**config.mk**
```make
export PLATFORM = sky130hd
export DESIGN_NAME = apb_timer_flat
export DESIGN_NICKNAME = d
export VERILOG_FILES = /design/src/rtl/apb_timer_pkg.sv /design/src/rtl/apb_if.sv /design/src/rtl/apb_timer_prescaler.sv /design/src/rtl/apb_timer.sv /design/src/flat_wrapper.sv
export SDC_FILE = /design/constraint.sdc
export NUM_CORES = 1
export LEC_CHECK = 0
export ABC_CLOCK_PERIOD_IN_PS = 4900
export CAP_MARGIN = 20
export CORE_ASPECT_RATIO = 1.4
export CORE_MARGIN = 2
export CORE_UTILIZATION = 54
export DETAILED_ROUTE_END_ITERATION = 6
export PLACE_DENSITY = 0.87
export SETUP_SLACK_MARGIN = 0.15
export SYNTH_ARGS = -nofsm -noshare
export SYNTH_HDL_FRONTEND = slang
export SYNTH_SLANG_ARGS = --single-unit
```
**constraint.sdc**
```tcl
create_clock -name pclk -period 4.9 [get_ports pclk]
set_clock_uncertainty 0.05 [all_clocks]
set_input_delay 0.98 -clock pclk [delete_from_list [all_inputs] [get_ports pclk]]
set_output_delay 0.98 -clock pclk [all_outputs]
set_load 0.02 [all_outputs]
```
**src/rtl/apb_timer_pkg.sv**
```systemverilog
// rtl/apb_timer_pkg.sv - register map, control layout and decode helper for apb_timer
package apb_timer_pkg;

    localparam logic [11:0] TIMER_CTRL = 12'h000;
    localparam logic [11:0] TIMER_PSC  = 12'h004;
    localparam logic [11:0] TIMER_CNT  = 12'h008;
    localparam logic [11:0] TIMER_CMP  = 12'h00C;
    localparam logic [11:0] TIMER_STAT = 12'h010;

    localparam int CTRL_EN_BIT     = 0;
    localparam int CTRL_AR_BIT     = 1;
    localparam int CTRL_IRQ_EN_BIT = 2;
    localparam int STAT_MATCH_BIT  = 0;

    typedef struct packed {
        logic irq_en;
        logic auto_reload;
        logic en;
    } timer_ctrl_t;

    typedef enum logic [2:0] {
        REG_CTRL,
        REG_PSC,
        REG_CNT,
        REG_CMP,
        REG_STAT,
        REG_NONE
    } timer_reg_e;

    // Misaligned offsets never match a table entry, so they decode to REG_NONE.
    function automatic timer_reg_e decode_reg(input logic [11:0] off);
        case (off)
            TIMER_CTRL: return REG_CTRL;
            TIMER_PSC:  return REG_PSC;
            TIMER_CNT:  return REG_CNT;
            TIMER_CMP:  return REG_CMP;
            TIMER_STAT: return REG_STAT;
            default:    return REG_NONE;
        endcase
    endfunction

endpackage

```
**src/rtl/apb_if.sv**
```systemverilog
// rtl/apb_if.sv - shared APB bus bundle with master and slave views
interface apb_if #(
    parameter int ADDR_WIDTH = 32,
    parameter int DATA_WIDTH = 32
);

    logic [ADDR_WIDTH-1:0] paddr;
    logic                  psel;
    logic                  penable;
    logic                  pwrite;
    logic [DATA_WIDTH-1:0] pwdata;
    logic [DATA_WIDTH-1:0] prdata;
    logic                  pready;
    logic                  pslverr;

    modport master (
        output paddr, psel, penable, pwrite, pwdata,
        input  prdata, pready, pslverr
    );

    modport slave (
        input  paddr, psel, penable, pwrite, pwdata,
        output prdata, pready, pslverr
    );

endinterface

```
**src/rtl/apb_timer_prescaler.sv**
```systemverilog
// rtl/apb_timer_prescaler.sv - divide-by-(psc+1) tick generator for the timer counter
module apb_timer_prescaler #(
    parameter int PSC_WIDTH = 16
) (
    input  logic                 pclk,
    input  logic                 presetn,
    input  logic                 en,
    input  logic                 clr,
    input  logic [PSC_WIDTH-1:0] psc,
    output logic                 tick
);

    localparam logic [PSC_WIDTH-1:0] PSC_ONE = PSC_WIDTH'(1);

    logic [PSC_WIDTH-1:0] psc_cnt;
    logic                 wrap;

    assign wrap = (psc_cnt == psc);

    // A tick is still issued in a clearing cycle; clr only restarts the phase.
    assign tick = en & wrap;

    always_ff @(posedge pclk) begin
        if (!presetn) begin
            psc_cnt <= '0;
        end else if (clr || !en || wrap) begin
            psc_cnt <= '0;
        end else begin
            psc_cnt <= psc_cnt + PSC_ONE;
        end
    end

endmodule

```
**src/rtl/apb_timer.sv**
```systemverilog
// rtl/apb_timer.sv - APB compare-match timer with prescaler, one-shot/auto-reload and level irq
module apb_timer
    import apb_timer_pkg::*;
#(
    parameter int APB_ADDR_WIDTH = 32,
    parameter int APB_DATA_WIDTH = 32,
    parameter int CNT_WIDTH      = 32,
    parameter int PSC_WIDTH      = 16
) (
    input  logic pclk,
    input  logic presetn,
    apb_if.slave apb,
    output logic irq_o
);

    localparam logic [CNT_WIDTH-1:0] CNT_ONE = CNT_WIDTH'(1);

    timer_ctrl_t              ctrl;
    timer_ctrl_t              ctrl_wdata;
    logic [PSC_WIDTH-1:0]     psc;
    logic [CNT_WIDTH-1:0]     cnt;
    logic [CNT_WIDTH-1:0]     cmp;
    logic                     match;

    timer_reg_e               reg_sel;
    logic                     access;
    logic                     addr_err;
    logic                     wr_access;
    logic                     rd_access;
    logic                     we_ctrl;
    logic                     we_psc;
    logic                     we_cnt;
    logic                     we_cmp;
    logic                     we_stat;
    logic                     tick;
    logic                     hit;
    logic [APB_DATA_WIDTH-1:0] rdata;

    // Gating with presetn keeps the bus quiet while reset is held.
    assign access  = apb.psel & apb.penable & presetn;
    assign reg_sel = decode_reg(apb.paddr[11:0]);

    assign addr_err = (reg_sel == REG_NONE)
                    | (apb.paddr[1:0] != 2'b00)
                    | (apb.paddr[APB_ADDR_WIDTH-1:12] != '0);

    assign wr_access = access &  apb.pwrite & ~addr_err;
    assign rd_access = access & ~apb.pwrite & ~addr_err;

    assign we_ctrl = wr_access & (reg_sel == REG_CTRL);
    assign we_psc  = wr_access & (reg_sel == REG_PSC);
    assign we_cnt  = wr_access & (reg_sel == REG_CNT);
    assign we_cmp  = wr_access & (reg_sel == REG_CMP);
    assign we_stat = wr_access & (reg_sel == REG_STAT);

    assign apb.pready  = access;
    assign apb.pslverr = access & addr_err;
    assign apb.prdata  = rd_access ? rdata : '0;

    always_comb begin
        ctrl_wdata             = '0;
        ctrl_wdata.en          = apb.pwdata[CTRL_EN_BIT];
        ctrl_wdata.auto_reload = apb.pwdata[CTRL_AR_BIT];
        ctrl_wdata.irq_en      = apb.pwdata[CTRL_IRQ_EN_BIT];
    end

    always_comb begin
        rdata = '0;
        case (reg_sel)
            REG_CTRL: begin
                rdata[CTRL_EN_BIT]     = ctrl.en;
                rdata[CTRL_AR_BIT]     = ctrl.auto_reload;
                rdata[CTRL_IRQ_EN_BIT] = ctrl.irq_en;
            end
            REG_PSC:  rdata[PSC_WIDTH-1:0] = psc;
            REG_CNT:  rdata[CNT_WIDTH-1:0] = cnt;
            REG_CMP:  rdata[CNT_WIDTH-1:0] = cmp;
            REG_STAT: rdata[STAT_MATCH_BIT] = match;
            default:  rdata = '0;
        endcase
    end

    apb_timer_prescaler #(
        .PSC_WIDTH (PSC_WIDTH)
    ) u_prescaler (
        .pclk    (pclk),
        .presetn (presetn),
        .en      (ctrl.en),
        .clr     (we_ctrl | we_psc | we_cnt),
        .psc     (psc),
        .tick    (tick)
    );

    // Compare uses the registered cmp, so a same-cycle CMP write only affects later ticks.
    assign hit = tick & (cnt == cmp);

    always_ff @(posedge pclk) begin
        if (!presetn) begin
            ctrl  <= '0;
            psc   <= '0;
            cnt   <= '0;
            cmp   <= '0;
            match <= 1'b0;
        end else begin
            if (we_ctrl) begin
                ctrl <= ctrl_wdata;
            end else if (hit && !ctrl.auto_reload) begin
                ctrl.en <= 1'b0;
            end

            if (we_psc) begin
                psc <= apb.pwdata[PSC_WIDTH-1:0];
            end

            if (we_cnt) begin
                cnt <= apb.pwdata[CNT_WIDTH-1:0];
            end else if (hit) begin
                if (ctrl.auto_reload) begin
                    cnt <= '0;
                end
            end else if (tick) begin
                cnt <= cnt + CNT_ONE;
            end

            if (we_cmp) begin
                cmp <= apb.pwdata[CNT_WIDTH-1:0];
            end

            // Setting has priority over a concurrent write-1-to-clear.
            if (hit) begin
                match <= 1'b1;
            end else if (we_stat && apb.pwdata[STAT_MATCH_BIT]) begin
                match <= 1'b0;
            end
        end
    end

    assign irq_o = match & ctrl.irq_en;

endmodule
```
**src/flat_wrapper.sv**
```systemverilog
// flat-port wrapper written by rule: the top's interface ports become plain ports
module apb_timer_flat import apb_timer_pkg::*;
#(
    parameter int APB_ADDR_WIDTH = 32,
    parameter int APB_DATA_WIDTH = 32,
    parameter int CNT_WIDTH      = 32,
    parameter int PSC_WIDTH      = 16
)
  (pclk, presetn, irq_o, apb_paddr, apb_psel, apb_penable, apb_pwrite, apb_pwdata, apb_prdata, apb_pready, apb_pslverr);
  apb_if apb_i ();
  input  logic pclk;
  input  logic presetn;
  output logic irq_o;
  input wire logic [$bits(apb_i.paddr)-1:0] apb_paddr;
  input wire logic [$bits(apb_i.psel)-1:0] apb_psel;
  input wire logic [$bits(apb_i.penable)-1:0] apb_penable;
  input wire logic [$bits(apb_i.pwrite)-1:0] apb_pwrite;
  input wire logic [$bits(apb_i.pwdata)-1:0] apb_pwdata;
  output wire logic [$bits(apb_i.prdata)-1:0] apb_prdata;
  output wire logic [$bits(apb_i.pready)-1:0] apb_pready;
  output wire logic [$bits(apb_i.pslverr)-1:0] apb_pslverr;
  assign apb_i.paddr = apb_paddr;
  assign apb_i.psel = apb_psel;
  assign apb_i.penable = apb_penable;
  assign apb_i.pwrite = apb_pwrite;
  assign apb_i.pwdata = apb_pwdata;
  assign apb_prdata = apb_i.prdata;
  assign apb_pready = apb_i.pready;
  assign apb_pslverr = apb_i.pslverr;
  apb_timer #(.APB_ADDR_WIDTH(APB_ADDR_WIDTH), .APB_DATA_WIDTH(APB_DATA_WIDTH), .CNT_WIDTH(CNT_WIDTH), .PSC_WIDTH(PSC_WIDTH)) u_core (.pclk(pclk), .presetn(presetn), .apb(apb_i), .irq_o(irq_o));
endmodule
```
==> metrics.csv <==
stage,metric,value,unit
clock_tree,path_clk_slew,70,ps
timing,fmax,215,MHz
die,coreArea,10800,µm²
cells_and_area,antennaDiodeCount,0,
yosys,ys_dominant_reg_cell,dfxtp_1,
yosys,synth_area,5990,µm²
route,routed_wl,18200,µm
power_and_ir_drop,power_leakage,2.81,nW
die,die_w,93.0,µm
global_route,grt_util_all_layers,30.1,%
power_and_ir_drop,vdd.ir_drop.worst,0.000201,V
placed_design,io_buffers,103,
clock_tree,clk_latency,360,ps
worst_setup_path,ff2ff_setup_slack,1710,ps
yosys,yosys_register_bits,100,
cells_and_area,final_cell_count_no_fill,977,
worst_setup_path,slowest_stage,or4_4,
route,drc,0,
worst_setup_path,rr_worst_depth,6,
worst_setup_path,cpPeakStageDelay,540,ps
clock_tree,h-tree-depth,3,
placed_design,dp.cells,961,
timing,fin_crit,4650,ps
yosys,syn_avg_cell_area,7.97,µm²
placed_design,postPlaceCellArea,7120,µm²
die,die_area,12000,µm²
worst_setup_path,r2r_start,u_core.cnt[3],
route,drt_first_pass_iters,6,
timing,fin_setup_tns,0,ps
placed_design,place_congestion,0.902,
clock_tree,cts_tree,yes,
global_route,grt_start_max_net_pins,56,
global_route,first_global_vias,6062,
cells_and_area,syn2layout_area_growth,24.1,%
route,wire_per_inst,18.6,µm
timing,maxSlewViolCount,0,
worst_setup_path,cp_num_cells,9,
worst_setup_path,path_buf_inv,3,
die,ios,104,
timing,fin_crit_sh,94.9,%
clock_tree,clockBufferDepth,2,
min_path,hold_path.startpoint,u_core.cmp[2],
worst_setup_path,critical_path.endpoint,apb_prdata[8],
timing,fin_ws,251,ps
worst_setup_path,path_delay_family,simple AND/OR/NAND/NOR gates,
cells_and_area,final_util,68.7,%
clock_tree,cts-buffers-inserted,9,
yosys,yosys_warnings,0,
timing,rsz0062_at_grt,false,
worst_setup_path,criticalPathCategory,input port to primary output,
worst_setup_path,crit_path_start,apb_paddr[9],
worst_setup_path,worstReg2RegEnd,u_core.cnt[11],
die,initial_core_util,55.4,%
global_route,grt_pass1_wl,28700,µm
worst_setup_path,arrival,3620,ps
job,cap_violations,0,
yosys,synth_nets,822,
timing,hold_viol_final,0,
worst_setup_path,worstPathRequired,3870,ps
die,rows,45,
clock_tree,cts_sinks,100,
power_and_ir_drop,cellPowerDensity,230,nW/µm²
timing,finalSetupViolations,0,
worst_setup_path,cp-start-kind,input port,
placed_design,pre_cts_ws,-17.3,ps
placed_design,hpwl,13000,µm
yosys,seq_area_frac_synth,33.4,%
cells_and_area,post-route-cell-area,7430,µm²
yosys,netlist_instances,751,
route,routed_via_density,6.26,
timing,worstMarginPinSlew,996,ps
cells_and_area,drive_gt1_share,9.21,%
global_route,overflow,0,
route,ant_nets,0,
clock_tree,clock-root-buffer,clkbuf_16,
timing,maxSlewHeadroom,33.6,%
route,vias,6112,
global_route,antenna_found_initial,0,
yosys,ys_types,63,
die,die_h,129,µm
worst_setup_path,crit_chain,"clkdlybuf4s50_1, or4_4, nor3_1, and4bb_1, nand3b_4, or3b_1, buf_4, nor2_1, dlygate4sd2_1",
worst_setup_path,endpoint_kind,primary output,
run_status,status,finished clean,
min_path,hp-class,flip-flop to flip-flop,
route,dr.first_iter.drc_count,536,
yosys,synthArstFlopShare,0,%
cells_and_area,nets,902,
yosys,synth_edf_count,0,
worst_setup_path,worstPathMaxFanout,13,
-- power breakdown --
part,total (W),switching [W],internal [W]
clock network,0.000749,0.000344,0.000404
registers,0.000822,0.00000609,0.000816
logic,0.000139,0.0000654,0.0000732
-- cells in the mapped netlist (10+ instances only) --
| library cell | instances | share of area [%] |
|---|---|---|
| mux2_2 | 13 | 2.4 |
| nor4_1 | 14 | 1.5 |
| and2_1 | 23 | 2.4 |
| mux2i_1 | 19 | 3.2 |
| and3_1 | 12 | 1.3 |
| nand4_1 | 22 | 2.3 |
| nand2b_1 | 11 | 1.1 |
| xor2_1 | 24 | 3.5 |
| xnor2_1 | 40 | 5.9 |
| clkbuf_1 | 36 | 2.3 |
| nand2_1 | 99 | 6.2 |
| buf_2 | 10 | 0.84 |
| a22oi_1 | 29 | 3.6 |
| nor2_1 | 82 | 5.1 |
| dfxtp_1 | 100 | 33 |
| inv_1 | 10 | 0.63 |
| nand3_1 | 26 | 2.2 |
| a21oi_1 | 62 | 5.2 |
| a211o_1 | 18 | 2.6 |
-- cell type report --
class,instances,area (µm²)
multi-input cells,586,3720
repair buffers,124,1190
clock inverters,7,82.6
well taps,141,176
clock buffers,9,225
flip-flops and latches,100,2000
inverters,10,37.5
fillers,873,3380
-- state kept, by name, indices dropped and copies added (netlist names) --
register / flops
u_core.cmp: 32
u_core.cnt: 32
u_core.psc: 16
u_core.u_prescaler.psc_cnt: 16
u_core.ctrl: 3
u_core.match: 1
-- worst min-delay path by stage --
stage | slack, ps | depth (start not counted) | end
final | 440 | 2 | u_core.cmp[2]
after global placement | 420 | 2 | u_core.cmp[15]
after floorplan | 400 | 1 | u_core.u_prescaler.psc_cnt[0]
after global routing | 450 | 2 | u_core.cmp[2]
after detailed placement | 430 | 2 | u_core.cmp[2]
after CTS | 440 | 2 | u_core.cmp[2]
-- timing repair --
action	in CTS	in global routing
buffers inserted	0	0
setup endpoints to repair	13	22
gates resized for setup	13	10
hold buffers	0	0
-- layer usage --
| layer | routed length [µm] | global-route usage [%] |
|---|---|---|
| met1 | 6580 | 31.7 |
| met2 | 9550 | 54.6 |
| met3 | 1280 | 5.50 |
| met4 | 797 | 18.9 |
| met5 | 0 | 0 |
-- placed cells by master, fill, tap and decap left out, drive strengths merged, types with 4 or more instances in the layout --
cell type and instances:
a211o 18, nand2 99, dlygate4sd2 9, inv 13
or3 7, nand3 26, dfxtp 100, a32oi 4
buf 21, a21boi 6, nor3 7, and2 24
nor2 83, or2 8, and3 12, o221ai 4
nor4 16, o31ai 4, clkdlybuf4s50 87, nand4 23
nor2b 4, xor2 24, mux2 13, clkbuf 11
a21oi 62, a22oi 29, o21ai 8, xnor2 40
nand2b 11, mux2i 19
-- worst reg2reg max path, cell delays in order (launching register included) --
cell and delay [ps]:
dfxtp_1 390, xnor2_1 400, nand4_1 220, nor4_1 800
a311oi_2 490, nor2_4 530, a221o_1 250
-- per-stage QoR --
stage | power, W | hold slack [ps]
2_1_floorplan | 0.000891 | 401
3_3_place_gp | 0.000973 | 416
3_5_place_dp | 0.000975 | 426
4_1_cts | 0.00171 | 436
5_1_grt | 0.00175 | 450
6_report | 0.00171 | 437
-- logic make-up after synthesis --
| group | count (synthesis) | share of synthesized area (%) |
|---|---|---|
| AOI/OAI and AO/OA | 155 | 17.8 |
| xor gates and xnor gates | 64 | 9.36 |
| adders and majority gates | 2 | 0.418 |
| buffers and inverters | 65 | 4.85 |
| DFF | 100 | 33.4 |
| muxes | 35 | 6.75 |
| and+or+nand+nor | 330 | 27.4 |
Power figures use the tool's default switching activity.
